[config.mk]
export PLATFORM = sky130hd
export DESIGN_NAME = load_store_unit_flat
export DESIGN_NICKNAME = d
export VERILOG_FILES = /design/src/rtl/load_store_unit_pkg.sv /design/src/rtl/load_store_unit_if.sv /design/src/rtl/load_store_unit_extend.sv /design/src/rtl/load_store_unit.sv /design/src/flat_wrapper.sv
export SDC_FILE = /design/constraint.sdc
export NUM_CORES = 1
export LEC_CHECK = 0
export ABC_CLOCK_PERIOD_IN_PS = 6400
export CAP_MARGIN = 10
export CORE_MARGIN = 2
export CORE_UTILIZATION = 46
export CTS_CLUSTER_SIZE = 24
export DETAILED_ROUTE_END_ITERATION = 10
export PLACE_DENSITY = 0.86
export SLEW_MARGIN = 15
export SYNTH_ARGS = -nofsm -noshare
export SYNTH_HDL_FRONTEND = slang
export SYNTH_HIERARCHICAL = 1
export SYNTH_SLANG_ARGS = --single-unit
[constraint.sdc]
create_clock -name clk -period 6.4 [get_ports clk]
set_input_delay 1.6 -clock clk [delete_from_list [all_inputs] [get_ports clk]]
set_output_delay 1.6 -clock clk [all_outputs]
set_load 0.05 [all_outputs]
[src/rtl/load_store_unit_pkg.sv]
`default_nettype none
// ============================================================================
// Module      : pisa_mem_pkg
// Description : Shared access-size and LSU state types for the memory path.
// Revision    : 1.0 - initial release
// ============================================================================
package pisa_mem_pkg;

    typedef enum logic [1:0] {
        MEM_BYTE = 2'b00,
        MEM_HALF = 2'b01,
        MEM_WORD = 2'b10
    } mem_size_t;

    typedef enum logic [1:0] {
        LSU_IDLE    = 2'b00,
        LSU_ACCESS  = 2'b01,
        LSU_CAPTURE = 2'b10,
        LSU_RESP    = 2'b11
    } lsu_state_t;

    function automatic logic [2:0] size_bytes(input mem_size_t size);
        case (size)
            MEM_BYTE: size_bytes = 3'd1;
            MEM_HALF: size_bytes = 3'd2;
            default:  size_bytes = 3'd4;
        endcase
    endfunction

endpackage
`default_nettype wire

[src/rtl/load_store_unit_if.sv]
`default_nettype none
// ============================================================================
// Module      : load_store_unit_if
// Description : Request/response handshake between execute stage and the LSU.
// Revision    : 1.0 - initial release
// ============================================================================
interface load_store_unit_if #(
    parameter int TAG_W = 5
) ();
    logic             req_valid;
    logic             req_ready;
    logic             req_write;
    logic [1:0]       req_size;
    logic             req_signed;
    logic [31:0]      req_addr;
    logic [31:0]      req_wdata;
    logic [TAG_W-1:0] req_tag;
    logic             resp_valid;
    logic             resp_ready;
    logic [31:0]      resp_data;
    logic [TAG_W-1:0] resp_tag;
    logic             resp_fault;

    modport master (
        output req_valid, req_write, req_size, req_signed, req_addr, req_wdata, req_tag,
        output resp_ready,
        input  req_ready, resp_valid, resp_data, resp_tag, resp_fault
    );

    modport slave (
        input  req_valid, req_write, req_size, req_signed, req_addr, req_wdata, req_tag,
        input  resp_ready,
        output req_ready, resp_valid, resp_data, resp_tag, resp_fault
    );
endinterface
`default_nettype wire

[src/rtl/load_store_unit_extend.sv]
`default_nettype none
// ============================================================================
// Module      : load_extend
// Description : Sign/zero extension of right-aligned load data by access size.
// Revision    : 1.0 - initial release
// ============================================================================
module load_extend
    import pisa_mem_pkg::*;
(
    input  logic [31:0] mem_out,
    input  mem_size_t   size,
    input  logic        is_signed,
    output logic [31:0] result
);
    always_comb begin
        result = mem_out;
        case (size)
            MEM_BYTE: result = {{24{is_signed & mem_out[7]}}, mem_out[7:0]};
            MEM_HALF: result = {{16{is_signed & mem_out[15]}}, mem_out[15:0]};
            default:  result = mem_out;
        endcase
    end
endmodule
`default_nettype wire

[src/rtl/load_store_unit.sv]
`default_nettype none
// ============================================================================
// Module      : load_store_unit
// Description : Sequences one bounds-checked load/store into the byte-lane BRAM.
// Revision    : 1.0 - initial release
// ============================================================================
module load_store_unit
    import pisa_mem_pkg::*;
#(
    parameter int MEM_BYTES = 8192,
    parameter int TAG_W     = 5
) (
    input  logic                clk,
    input  logic                rst,
    load_store_unit_if.slave    bus,
    output logic [31:0]         mem_address,
    output logic [31:0]         mem_in,
    output logic [1:0]          mem_size,
    output logic                mem_write_enable,
    input  logic [31:0]         mem_out
);
    lsu_state_t       r_state;
    lsu_state_t       w_state_next;
    logic [31:0]      r_addr;
    logic [31:0]      r_wdata;
    logic [31:0]      r_resp_data;
    logic [31:0]      w_load_data;
    mem_size_t        r_size;
    mem_size_t        w_req_size;
    logic             r_signed;
    logic             r_write;
    logic             r_fault;
    logic [TAG_W-1:0] r_tag;
    logic [32:0]      w_end_addr;
    logic             w_fault;
    logic             w_accept;

    // 2'b11 is a word access too; normalise so Memory only ever sees legal sizes.
    assign w_req_size = bus.req_size[1] ? MEM_WORD : mem_size_t'(bus.req_size);
    // 33-bit end address keeps accesses near 0xFFFFFFFF from wrapping into range.
    assign w_end_addr = {1'b0, bus.req_addr} + {30'd0, size_bytes(w_req_size)};
    assign w_fault    = w_end_addr > 33'(MEM_BYTES);
    assign w_accept   = (r_state == LSU_IDLE) && bus.req_valid;

    always_ff @(posedge clk) begin
        if (rst) begin
            r_state <= LSU_IDLE;
        end else begin
            r_state <= w_state_next;
        end
    end

    always_comb begin
        w_state_next = r_state;
        case (r_state)
            LSU_IDLE:    if (bus.req_valid) w_state_next = w_fault ? LSU_RESP : LSU_ACCESS;
            LSU_ACCESS:  w_state_next = r_write ? LSU_RESP : LSU_CAPTURE;
            LSU_CAPTURE: w_state_next = LSU_RESP;
            LSU_RESP:    if (bus.resp_ready) w_state_next = LSU_IDLE;
            default:     w_state_next = LSU_IDLE;
        endcase
    end

    always_comb begin
        bus.req_ready    = (r_state == LSU_IDLE);
        bus.resp_valid   = (r_state == LSU_RESP);
        mem_write_enable = (r_state == LSU_ACCESS) && r_write && !rst;
    end

    load_extend u_extend (
        .mem_out   (mem_out),
        .size      (r_size),
        .is_signed (r_signed),
        .result    (w_load_data)
    );

    always_ff @(posedge clk) begin
        if (rst) begin
            r_addr      <= '0;
            r_wdata     <= '0;
            r_size      <= MEM_BYTE;
            r_signed    <= 1'b0;
            r_write     <= 1'b0;
            r_fault     <= 1'b0;
            r_tag       <= '0;
            r_resp_data <= '0;
        end else if (w_accept) begin
            r_addr      <= bus.req_addr;
            r_wdata     <= bus.req_wdata;
            r_size      <= w_req_size;
            r_signed    <= bus.req_signed;
            r_write     <= bus.req_write;
            r_fault     <= w_fault;
            r_tag       <= bus.req_tag;
            r_resp_data <= '0;
        end else if (r_state == LSU_CAPTURE) begin
            r_resp_data <= w_load_data;
        end
    end

    assign mem_address    = r_addr;
    assign mem_in         = r_wdata;
    assign mem_size       = r_size;
    assign bus.resp_data  = r_resp_data;
    assign bus.resp_tag   = r_tag;
    assign bus.resp_fault = r_fault;
endmodule
`default_nettype wire

[src/flat_wrapper.sv]
// flat-port wrapper written by rule: the top's interface ports become plain ports
module load_store_unit_flat import pisa_mem_pkg::*;
#(
    parameter int MEM_BYTES = 8192,
    parameter int TAG_W     = 5
)
  (clk, rst, mem_address, mem_in, mem_size, mem_write_enable, mem_out, bus_req_valid, bus_req_write, bus_req_size, bus_req_signed, bus_req_addr, bus_req_wdata, bus_req_tag, bus_resp_ready, bus_req_ready, bus_resp_valid, bus_resp_data, bus_resp_tag, bus_resp_fault);
  load_store_unit_if #(.TAG_W(TAG_W)) bus_i ();
  input  logic clk;
  input  logic rst;
  output logic [31:0] mem_address;
  output logic [31:0] mem_in;
  output logic [1:0] mem_size;
  output logic mem_write_enable;
  input  logic [31:0] mem_out;
  input wire logic [$bits(bus_i.req_valid)-1:0] bus_req_valid;
  input wire logic [$bits(bus_i.req_write)-1:0] bus_req_write;
  input wire logic [$bits(bus_i.req_size)-1:0] bus_req_size;
  input wire logic [$bits(bus_i.req_signed)-1:0] bus_req_signed;
  input wire logic [$bits(bus_i.req_addr)-1:0] bus_req_addr;
  input wire logic [$bits(bus_i.req_wdata)-1:0] bus_req_wdata;
  input wire logic [$bits(bus_i.req_tag)-1:0] bus_req_tag;
  input wire logic [$bits(bus_i.resp_ready)-1:0] bus_resp_ready;
  output wire logic [$bits(bus_i.req_ready)-1:0] bus_req_ready;
  output wire logic [$bits(bus_i.resp_valid)-1:0] bus_resp_valid;
  output wire logic [$bits(bus_i.resp_data)-1:0] bus_resp_data;
  output wire logic [$bits(bus_i.resp_tag)-1:0] bus_resp_tag;
  output wire logic [$bits(bus_i.resp_fault)-1:0] bus_resp_fault;
  assign bus_i.req_valid = bus_req_valid;
  assign bus_i.req_write = bus_req_write;
  assign bus_i.req_size = bus_req_size;
  assign bus_i.req_signed = bus_req_signed;
  assign bus_i.req_addr = bus_req_addr;
  assign bus_i.req_wdata = bus_req_wdata;
  assign bus_i.req_tag = bus_req_tag;
  assign bus_i.resp_ready = bus_resp_ready;
  assign bus_req_ready = bus_i.req_ready;
  assign bus_resp_valid = bus_i.resp_valid;
  assign bus_resp_data = bus_i.resp_data;
  assign bus_resp_tag = bus_i.resp_tag;
  assign bus_resp_fault = bus_i.resp_fault;
  load_store_unit #(.MEM_BYTES(MEM_BYTES), .TAG_W(TAG_W)) u_core (.clk(clk), .rst(rst), .bus(bus_i), .mem_address(mem_address), .mem_in(mem_in), .mem_size(mem_size), .mem_write_enable(mem_write_enable), .mem_out(mem_out));
endmodule
=== Word level (Yosys, flattened, before mapping) ===
Index checks and enable logic that the tools add are counted.

* Output and inout bits: 107
* Register bits: 108

* Reductions and logical operators: 9
* $lt $le $gt $ge: 1
* Eq/ne operators: 7
* Add/sub/neg operators: 1
* Mux-type cells: 8
* Bitwise operators: 2

{| class="wikitable"
|+ Operators with widths
! cell !! count
|-
| $pmux W32 S2 || 1
|-
| $add A32 B3 Y33 || 1
|-
| $gt A33 B14 Y1 const B || 1
|-
| $mux W2 || 4
|-
| $pmux W2 S4 || 1
|-
| $eq A2 B1 Y1 const B || 3
|-
| $logic_not A2 Y1 || 3
|-
| $pmux W3 S2 || 1
|-
| $eq A2 B2 Y1 const B || 2
|-
| $ne A2 B2 Y1 const B || 2
|-
| $logic_and A1 B1 Y1 || 3
|-
| $and A1 B1 Y1 || 2
|-
| $reduce_and A2 Y1 || 1
|-
| $reduce_or A2 Y1 || 1
|-
| $logic_not A1 Y1 || 1
|-
| $mux W1 || 1
|}

=== Logic depth before layout (Yosys ltp) ===
* Word-level depth: 8
* Gate-level depth with buffers: 10
* Mapped depth without buffers: 10

=== Cells and area by module ===
The synthesis kept the hierarchy.

{| class="wikitable"
|+ Modules (own cells, without submodules)
! module !! times used !! sequential area each (um2) !! cells each !! area an instance (um2)
|-
| load_store_unit || 1 || 2,162.1 || 562 || 4,636.9
|-
| load_extend || 1 || 0.0 || 66 || 385.4
|}

=== Least setup slack after synthesis ===
No wires, ideal clock.

* Kind: input-to-output
* Start: input port rst
* End: output port mem_write_enable
* Setup slack: 2,183 ps
* Buffers on the path: 2
* Stages on the path: 3
* Arrival: 2,617 ps
* Data required time: 4,800 ps
* Cell sequence: clkbuf_1 -> clkbuf_1 -> nor2_1

* Word-level cells in the longest chain between the ends: 2

{| class="wikitable"
|+ Ends and longest elaborated chain
! item !! RTL line !! source
|-
| start: declaration || flat_wrapper.sv:10 || <nowiki>input logic rst;</nowiki>
|-
| $logic_not A1 Y1 || load_store_unit.sv:67 || <nowiki>mem_write_enable = (r_state == LSU_ACCESS) && r_write && !rst;</nowiki>
|-
| $logic_and A1 B1 Y1 || load_store_unit.sv:67 ||
|-
| end: declaration || flat_wrapper.sv:14 || <nowiki>output logic mem_write_enable;</nowiki>
|}

No other way between the ends.

=== Worst setup path in the final report ===
Same ends and word-level chain as after synthesis.

==> impl_metrics.tcl <==
set metrics [dict create \
    synthTopCellsByArea "dfxtp_1, nand2_1, a21oi_1" \
    cts_tree "yes" \
    hold_path.class "reg -> reg" \
    drcViolationCount 0 \
    wire_per_inst_um 15.4 \
    fillers 911 \
    die_w_um 108 \
    grt_pass1_vias 4824 \
    setup_viol 0 \
    path_max_fanout 2 \
    start_kind "input port" \
    clkSinkCount 108 \
    max-slew-margin-rel_pct 32.2 \
    gp_congestion 0.862 \
    syn_to_final_growth_pct 45.4 \
    worst_ep_arrival_time_ns 2.64 \
    synthCells 628 \
    core_region_area_um2 10700 \
    ios 216 \
    rsz0062_at_grt "false" \
    hold_viol 0 \
    cts_hold_buf 0 \
    status "complete, no violations" \
    final_cells 950 \
    cts_buffer_depth 2 \
    antenna_cells 0 \
    use_met2_pct 40.8 \
    muxShareOfSynthArea_pct 7.87 \
    ys_types 58 \
    synth_top_area_share_pct 43.0 \
    tns_ns 0 \
    layout_min_cycle_time_ns 4.24 \
    reg2reg_slack_ns 4.15 \
    cts_setup_buffers 0 \
    ys.flop_type "dfxtp_1" \
    cts-buffers-inserted 9 \
    synth_edf_count 0 \
    viasPerCell 5.21 \
    required_ns 4.80 \
    period_share_pct 66.2 \
    synth_compound_area_share_pct 14.9 \
    synth_fp_nets 745 \
    ys_seq_elements 108 \
    yosysMostFrequentCell "nand2_1" \
    grt_pass1_wl_um 23100 \
    worstSetupEndpointType "output port" \
    ys_async_sr_fraction_pct 0 \
    grt_start_max_net_pins 80 \
    yosys.area_share.adder_pct 2.14 \
    via_count 4949 \
    synth_top_cell_by_area "dfxtp_1" \
    grtUsageMet3_pct 5.42 \
    power_leakage_nw 2.64 \
    drtAntennaViolNets 0 \
    cts_root_buffer "clkbuf_8" \
    drive_gt1_share_pct 5.68 \
    syn-cell-area_um2 5020 \
    total_power_mw 2.34 \
    drt_iter0_drc 272 \
    synthXorXnorAreaFrac_pct 1.57 \
    yosys_warnings 6 \
    track_usage_pct 24.4 \
    worst_pin_slew_ns 1.02 \
    initial_core_util_pct 46.7 \
    skew_ns 0.0181 \
    cts_resized 0 \
    slew_viol_final 0 \
    clkSlewWorstSetupHoldPaths_ns 0.10 \
    final_util_pct 68.0 \
    dp_hpwl_um 10700 \
    row_count 38 \
    post_synth.cell_area_avg_um2 8.00 \
    placed_cells 934 \
    busiest_layer "met2" \
    die_h_um 108 \
    overflow 0 \
    peakVddDrop_mv 0.191 \
    yosys-top-cells-count "nand2_1, dfxtp_1, a21oi_1" \
    drtPass1Iterations 5 \
    use_met1_pct 29.9 \
    fin_nets 922 \
    power_density_nw_per_um2 320 \
    cts_max_level 3 \
    port_buffers 215 \
    max_freq_ghz 0.236 \
    synth-seq-area-share_pct 43.0 \
    synthSimpleGateAreaFrac_pct 24.8 \
    clock_latency_ns 0.37 \
    wirelength_um 14600 \
    crit_type "in -> out" \
    antenna_found_initial 0 \
    die_area_um2 11800 \
    synth_top_family_by_area "simple AND/OR/NAND/NOR gates" \
    maxCapViolations 0 \
]
[metal layers]
metal	vias to the layer above	part of all wire [%]
met3	31	7.4
li1	2466	-
met1	2256	41
met2	196	49
met5	-	0
met4	0	2.6
[final cells by class]
| cell class | count | area [um^2] | share of cell area, % |
|---|---|---|---|
| Multi-Input combinational cell | 460 | 2580 | 35.4 |
| Timing Repair Buffer | 218 | 2170 | 29.7 |
| Sequential cell | 108 | 2160 | 29.6 |
| Tap cell | 140 | 175 | 2.40 |
| Clock buffer | 9 | 124 | 1.70 |
| Clock inverter | 7 | 58.8 | 0.805 |
| Inverter | 8 | 30.0 | 0.411 |
[cells in the final DEF (no fill, tap or decap), types with 3 or more instances in the layout]
cell type	netlist	final
inv_1	8	8
o21ai_2	4	4
xor2_1	4	4
and4_2	3	3
and4_1	3	3
nand4_1	7	7
and3_1	5	5
xnor2_1	5	5
clkdlybuf4s50_1	0	214
o21ai_1	8	8
o21ai_0	17	17
clkbuf_8	0	9
nand3_1	5	5
ha_1	7	6
nor2_1	44	44
mux2i_1	35	35
buf_4	8	3
a21oi_1	80	80
nand2_1	180	179
nor3_1	6	6
dfxtp_1	108	108
[worst max-delay path: stages]
cell and delay [ns]:
buf_2 0.11, nor2_1 0.11, clkdlybuf4s50_1 0.82
[stage by stage]
stage	worst slack, ns	hold slack [ns]	cell area (um^2)
2_1_floorplan	2.18	0.437	5020
3_3_place_gp	2.05	0.441	7120
3_5_place_dp	1.88	0.447	7120
4_1_cts	2.17	0.462	7300
5_1_grt	2.04	0.484	7300
6_report	2.16	0.459	7300
[worst paths after layout]
kind | endpoint | cells after the start | startpoint
setup / recovery | mem_write_enable | 3 | rst
hold / removal | u_core/mem_address[2] | 2 | u_core/mem_address[2]
setup reg to reg | u_core/mem_size[1] | 6 | u_core/r_state[0]
hold reg to reg | u_core/mem_address[2] | 2 | u_core/mem_address[2]
[sequential cells by signal (all words and copies together), names as in the netlist]
register,count
u_core/mem_in,32
u_core/r_state,2
u_core/mem_address,32
u_core/bus.resp_tag,5
u_core/bus.resp_fault,1
u_core/r_write,1
u_core/bus.resp_data,32
u_core/r_signed,1
u_core/mem_size,2
[report_power, final]
group / internal [mW] / switching, mW
Sequential: 0.776 / 0.0655
Clock: 0.148 / 0.244
Combinational: 0.384 / 0.723
Total: 1.31 / 1.03
[logic make-up after synthesis]
kind of cell / count (synthesis)
multiplexers: 37
AO/OA/AOI/OAI: 131
AND/OR/NAND/NOR: 275
XOR/XNOR: 9
flip-flops: 108
adder cells (fa/ha/maj): 8
buffers and inverters: 60
Power figures use the tool's default switching activity.
